## src/rtl/vga_defines.vh

```
// rtl/vga_defines.vh - shared frame-buffer geometry and address-width constants
`ifndef VGA_DEFINES_VH
`define VGA_DEFINES_VH

`define VGA_COLS          80
`define VGA_ROWS          30
`define VGA_SYMS_PER_WORD 2
`define VGA_FB_WORDS      1200
`define VGA_FB_AW         11

`endif

```

## src/rtl/vgafb_arbiter_pkg.sv

```systemverilog
// rtl/vgafb_arbiter_pkg.sv - types and constants shared by the frame-buffer arbiter and its write buffer
`include "vga_defines.vh"

package vgafb_arbiter_pkg;

  localparam int FB_AW = `VGA_FB_AW;

  typedef enum logic [1:0] {
    IDLE,
    RD_WAIT,
    RD_ACK,
    WR_ACK
  } cpu_state_e;

  typedef struct packed {
    logic [FB_AW-1:0] addr;
    logic [3:0]       be;
    logic [31:0]      data;
  } wrbuf_entry_t;

endpackage

```

## src/rtl/vgafb_wrbuf.sv

```systemverilog
// rtl/vgafb_wrbuf.sv - CPU write FIFO holding {addr,be,data} entries; push and pop may coincide when full
module vgafb_wrbuf
  import vgafb_arbiter_pkg::*;
#(
  parameter int DEPTH = 4
) (
  input  logic             clk,
  input  logic             reset,
  input  logic             push,
  input  logic [FB_AW-1:0] push_addr,
  input  logic [3:0]       push_be,
  input  logic [31:0]      push_data,
  input  logic             pop,
  output logic [FB_AW-1:0] head_addr,
  output logic [3:0]       head_be,
  output logic [31:0]      head_data,
  output logic             full,
  output logic             empty
);

  localparam int IW = $clog2(DEPTH);

  wrbuf_entry_t     slots [DEPTH];
  wrbuf_entry_t     head;
  logic [IW:0]      wr_ptr;
  logic [IW:0]      rd_ptr;

  // Pointers carry one wrap bit so full and empty are distinguishable.
  assign empty = (wr_ptr == rd_ptr);
  assign full  = (wr_ptr[IW] != rd_ptr[IW]) && (wr_ptr[IW-1:0] == rd_ptr[IW-1:0]);

  assign head      = slots[rd_ptr[IW-1:0]];
  assign head_addr = head.addr;
  assign head_be   = head.be;
  assign head_data = head.data;

  // Advance pointers; the caller never pushes when full without popping, nor pops when empty.
  always_ff @(posedge clk) begin
    if (reset) begin
      wr_ptr <= '0;
      rd_ptr <= '0;
    end else begin
      if (push) wr_ptr <= wr_ptr + 1'b1;
      if (pop)  rd_ptr <= rd_ptr + 1'b1;
    end
  end

  // Entry storage; a full-FIFO push reuses the slot the head is leaving this cycle.
  always_ff @(posedge clk) begin
    if (push) slots[wr_ptr[IW-1:0]] <= '{addr: push_addr, be: push_be, data: push_data};
  end

endmodule

```

## src/rtl/vgafb_arbiter.sv

```systemverilog
// rtl/vgafb_arbiter.sv - single-port frame-buffer arbiter, scan-out priority over CPU; VGAFB_ARB_WRBUF_EN adds a write FIFO
`include "vga_defines.vh"

module vgafb_arbiter
  import vgafb_arbiter_pkg::*;
#(
  parameter int FB_WORDS    = `VGA_FB_WORDS,
  parameter int WRBUF_DEPTH = 4
) (
  input  logic             clk,
  input  logic             reset,
  input  logic             vga_en,
  input  logic [FB_AW-1:0] vga_addr,
  output logic [31:0]      vga_rdata,
  input  logic             cpu_req,
  input  logic             cpu_we,
  input  logic [FB_AW-1:0] cpu_addr,
  input  logic [31:0]      cpu_wdata,
  input  logic [3:0]       cpu_be,
  output logic             cpu_ack,
  output logic [31:0]      cpu_rdata,
  output logic             mem_en,
  output logic [3:0]       mem_we,
  output logic [FB_AW-1:0] mem_addr,
  output logic [31:0]      mem_wdata,
  input  logic [31:0]      mem_rdata
);

  localparam logic [FB_AW:0] FB_LIMIT = (FB_AW+1)'(FB_WORDS);

  cpu_state_e state_q;
  cpu_state_e state_d;
  logic       in_range;
  logic       rd_go;
  logic       wr_go;
  logic       buf_empty;
  logic       rd_oor_q;

  assign in_range  = ({1'b0, cpu_addr} < FB_LIMIT);
  assign vga_rdata = mem_rdata;

  // Reads wait for the write buffer to drain so they observe every earlier write.
  assign rd_go = (state_q == IDLE) && cpu_req && !cpu_we && !vga_en && buf_empty;

`ifdef VGAFB_ARB_WRBUF_EN
  logic             buf_full;
  logic             buf_push;
  logic             buf_pop;
  logic [FB_AW-1:0] head_addr;
  logic [3:0]       head_be;
  logic [31:0]      head_data;

  // Drain whenever scan-out leaves the port free and no CPU read result is in flight.
  assign buf_pop  = !buf_empty && !vga_en && (state_q != RD_WAIT);
  assign wr_go    = (state_q == IDLE) && cpu_req && cpu_we && (!buf_full || buf_pop);
  // Out-of-range and zero-enable writes are acknowledged but never enter the buffer.
  assign buf_push = wr_go && in_range && (cpu_be != 4'b0000);

  vgafb_wrbuf #(
    .DEPTH(WRBUF_DEPTH)
  ) u_wrbuf (
    .clk       (clk),
    .reset     (reset),
    .push      (buf_push),
    .push_addr (cpu_addr),
    .push_be   (cpu_be),
    .push_data (cpu_wdata),
    .pop       (buf_pop),
    .head_addr (head_addr),
    .head_be   (head_be),
    .head_data (head_data),
    .full      (buf_full),
    .empty     (buf_empty)
  );
`else
  logic unused_wrbuf_depth;

  assign unused_wrbuf_depth = ^WRBUF_DEPTH;
  assign buf_empty          = 1'b1;
  assign wr_go              = (state_q == IDLE) && cpu_req && cpu_we && !vga_en;
`endif

  // CPU FSM state register.
  always_ff @(posedge clk) begin
    if (reset) state_q <= IDLE;
    else       state_q <= state_d;
  end

  // CPU FSM next state; requests are only sampled in IDLE.
  always_comb begin
    state_d = state_q;
    case (state_q)
      IDLE: begin
        if (rd_go)      state_d = RD_WAIT;
        else if (wr_go) state_d = WR_ACK;
      end
      RD_WAIT: state_d = RD_ACK;
      RD_ACK:  state_d = IDLE;
      WR_ACK:  state_d = IDLE;
      default: state_d = IDLE;
    endcase
  end

  // RAM port mux and ack: scan-out first, then buffered write, then the CPU access.
  always_comb begin
    mem_en    = 1'b0;
    mem_we    = 4'b0000;
    mem_addr  = '0;
    mem_wdata = '0;
    if (vga_en) begin
      mem_en   = 1'b1;
      mem_addr = vga_addr;
    end
`ifdef VGAFB_ARB_WRBUF_EN
    else if (buf_pop) begin
      mem_en    = 1'b1;
      mem_we    = head_be;
      mem_addr  = head_addr;
      mem_wdata = head_data;
    end
`endif
    else if (rd_go && in_range) begin
      mem_en   = 1'b1;
      mem_addr = cpu_addr;
    end
`ifndef VGAFB_ARB_WRBUF_EN
    else if (wr_go && in_range && (cpu_be != 4'b0000)) begin
      mem_en    = 1'b1;
      mem_we    = cpu_be;
      mem_addr  = cpu_addr;
      mem_wdata = cpu_wdata;
    end
`endif
    cpu_ack = (state_q == RD_ACK) || (state_q == WR_ACK);
  end

  // Read data capture; an out-of-range read returns zero instead of whatever the RAM drives.
  always_ff @(posedge clk) begin
    if (reset) begin
      cpu_rdata <= '0;
      rd_oor_q  <= 1'b0;
    end else begin
      if (rd_go)               rd_oor_q  <= !in_range;
      if (state_q == RD_WAIT)  cpu_rdata <= rd_oor_q ? 32'h0 : mem_rdata;
    end
  end

endmodule

```

## config.mk

```make
export PLATFORM = sky130hd
export DESIGN_NAME = vgafb_arbiter
export DESIGN_NICKNAME = d
export VERILOG_FILES = /design/src/rtl/vgafb_arbiter_pkg.sv /design/src/rtl/vgafb_wrbuf.sv /design/src/rtl/vgafb_arbiter.sv
export VERILOG_INCLUDE_DIRS = /design/src /design/src/rtl
export SDC_FILE = /design/constraint.sdc
export NUM_CORES = 1
export LEC_CHECK = 0
export CAP_MARGIN = 10
export CORE_MARGIN = 1.5
export CORE_UTILIZATION = 32
export DETAILED_ROUTE_END_ITERATION = 16
export HOLD_SLACK_MARGIN = 0.08
export PLACE_DENSITY = 0.88
export SLEW_MARGIN = 20
export SYNTH_ARGS = -nofsm -noshare
export SYNTH_HDL_FRONTEND = slang
export SYNTH_SLANG_ARGS = --single-unit
export TNS_END_PERCENT = 20
```

## constraint.sdc

```tcl
create_clock -name clk -period 3.25 [get_ports clk]
set_input_delay 0.325 -clock clk [delete_from_list [all_inputs] [get_ports clk]]
set_output_delay 0.325 -clock clk [all_outputs]
set_load 0.05 [all_outputs]
```

==> metrics.yaml <==
cells_and_area:
  fin_util_pct: 74.27
  drive_gt1_share_pct: 15.14
  n_antenna_cell: 0
  final_nets: 510
  syn_to_final_growth_pct: 120.4
logic_synthesis:
  yosys.area.top_type: "dfxtp_1"
  syn_nets: 345
  yosys_warnings: 0
  syn_avg_cell_area_sq_um: 8.123
  synthCells: 250
  synth_area_leaders: "dfxtp_1, buf_4, nand3b_1"
  ys_seq_elements: 35
  synth.cell_area_sq_mm: 0.002031
  synth-seq-area-share_pct: 34.50
  synthDominantCellAreaShare_pct: 34.50
  yosysUniqueCellTypes: 22
detailed_routing:
  first_pass_iters: 4
  vias: 2416
  drc: 0
  routedWlPerCell_microns: 16.94
  first_iter_violations: 53
  avgViaCountPerCell: 4.921
  ant_nets: 0
  wl_microns: 8317
placement:
  dp_hpwl_microns: 6875
  place_ws_ns: 0.5619
  gp_congestion: 0.8613
  portBuffers: 207
timing:
  finalCritPeriodShare_pct: 82.47
  rsz0062_at_grt: "no"
  setup_viol: 0
  fin_crit_ns: 2.680
  finalClockSkew_ns: 0.01084
  relSlewSlack_pct: 41.00
  final-hold-violation-count: 0
  slew_viol_final: 0
  fin_setup_tns_ns: 0
  tightest_slew_ns: 0.8838
  setup_ws_ns: 0.5696
  max_freq_mhz: 373.1
global_routing:
  grt_pass1_wl_microns: 11990
  grt_pass1_vias: 2454
  grt.overflow.total: 0
  grt_max_degree: 37
  antenna_found_initial: 0
  grt.total_usage_pct: 23.66
critical_path:
  arrival_ns: 2.36
  path_class: "in2out"
  critPathMaxFanout: 36
  r2r_cells: 4
  worst_setup_path_end_kind: "output port"
  crit_required_ns: 2.92
  cp-start-kind: "primary input"
floorplanning:
  die_x_microns: 82.66
  dieArea_sq_mm: 0.006833
  rows: 28
  core_area_sq_mm: 0.006026
  initial_core_util_pct: 33.70
  die_h_microns: 82.66
  ios: 208
clock_tree:
  postCtsResizedCells: 0
  postCtsSetupRepairBufs: 0
  cts_hold_buf: 0
  clock_sinks: 35
  cts_buffers: 5
  clockBufferDepth: 2
  htreeDepth: 2
  clk_pin_slew_worst_paths_ns: 0.07
  cts_tree: "built"
  insertion_delay_ns: 0.28
  cts_root_buffer: "clkbuf_8"
power:
  ir_worst_vdd_mv: 0.2104
  power_density_mw_per_mm2: 292.0
  p_seq_share_pct: 34.9
  power_frac_clock_pct: 22.7
  switchingPower_uw: 454.8
  power_frac_comb_pct: 42.4
  p_leak_nw: 1.623
  p_int_uw: 852.2
  switching_share_pct: 34.79
worst_hold_path:
  hold_depth: 2
  hold_path.class: "reg2reg"
status:
  run_status: "finished clean"
job:
  drv_cap: 0
cells in the final DEF, fill, tap and decap left out:
cell	synthesis	routed
inv_1	1	1
clkinv_2	0	1
nor4b_1	1	1
or4b_4	1	1
and2_1	37	37
a2111oi_4	1	1
clkbuf_8	0	5
nand2_1	33	33
a21o_1	2	2
nor3_1	1	1
a21oi_1	34	34
clkbuf_1	17	1
nor2_1	1	1
nor4_1	1	1
nor2b_4	0	1
nand3b_1	32	32
buf_4	33	4
clkinvlp_4	0	1
a211oi_1	2	2
o21a_1	1	1
o41ai_1	1	1
clkdlybuf4s50_1	0	159
nand2b_2	0	1
buf_12	0	48
a32o_1	11	11
dfxtp_1	35	35
area by class of cell:
| class | count | area (sq um) |
|---|---|---|
| Inverter | 1 | 3.754 |
| Sequential cell | 35 | 700.7 |
| Multi-Input combinational cell | 161 | 1010 |
| Tap cell | 75 | 93.84 |
| Fill cell | 439 | 1550 |
| Timing Repair Buffer | 211 | 2582 |
| Clock inverter | 2 | 12.51 |
| Clock buffer | 6 | 72.57 |
worst max-delay path, stage by stage:
cell and delay, ns:
clkdlybuf4s50_1 0.47, or4b_4 0.49, a2111oi_4 0.35, buf_4 0.32
and2_1 0.23, buf_12 0.15
stage by stage:
step | instances | total power, mW | area, sq um | hold slack [ns]
after floorplan | 250 | 0.7550 | 2031 | 0.4794
after global placement | 483 | 1.013 | 4383 | 0.4378
after detailed placement | 483 | 1.022 | 4388 | 0.4425
after CTS | 491 | 1.318 | 4473 | 0.4523
after global routing | 491 | 1.362 | 4476 | 0.4679
final | 491 | 1.307 | 4476 | 0.4523
routing by layer:
layer  track usage (%)  routed length (microns)  up-vias  part of all wire (%)
met5                 0                        0        -                     0
met2             47.97                     4677      135                    56
met1             21.24                     2602     1114                    31
li1                  -                        -     1151                     -
met4             8.000                      219        0                   2.6
met3             8.242                      817       16                   9.8
cells in the mapped netlist:
master	instances
nor4_1	1
nand3b_1	32
o41ai_1	1
and2_1	37
clkbuf_1	17
a32o_1	11
nand2_1	33
a211oi_1	2
nor2b_1	1
a2111oi_4	1
clkbuf_2	3
nor2_1	1
or4b_4	1
inv_1	1
o21a_1	1
a21o_1	2
buf_4	33
a21oi_1	34
nor3_1	1
nor4b_1	1
nand2b_1	1
dfxtp_1	35
power groups by stage:
stage | sequential [mW] | clock [mW] | combinational (mW)
6_report | 0.457 | 0.296 | 0.554
2_1_floorplan | 0.506 | 0 | 0.249
3_5_place_dp | 0.466 | 0 | 0.556
4_1_cts | 0.457 | 0.304 | 0.557
3_3_place_gp | 0.465 | 0 | 0.548
5_1_grt | 0.459 | 0.327 | 0.576
sequential cells by signal, indices dropped and copies added, names as in the netlist:
register	flops
rd_oor_q	1
cpu_rdata	32
state_q	2
worst paths after layout:
kind / end / slack (ns) / from
max reg2reg: rd_oor_q$_SDFFE_PP0P_ / 1.59 / state_q[1]$_SDFFE_PP0P_
max: mem_we[1] / 0.57 / cpu_req
min reg2reg: cpu_rdata[8]$_SDFFE_PP0P_ / 0.45 / cpu_rdata[8]$_SDFFE_PP0P_
min: cpu_rdata[8]$_SDFFE_PP0P_ / 0.45 / cpu_rdata[8]$_SDFFE_PP0P_
kinds of logic (layout without fill, tap and decap cells):
kind of cell	Yosys count	count (layout)	synth area share (%)
compound gates	52	52	17.44
buf+inv	54	220	16.27
flops	35	35	34.50
simple gates	109	109	31.79
Power figures use the tool's default switching activity.
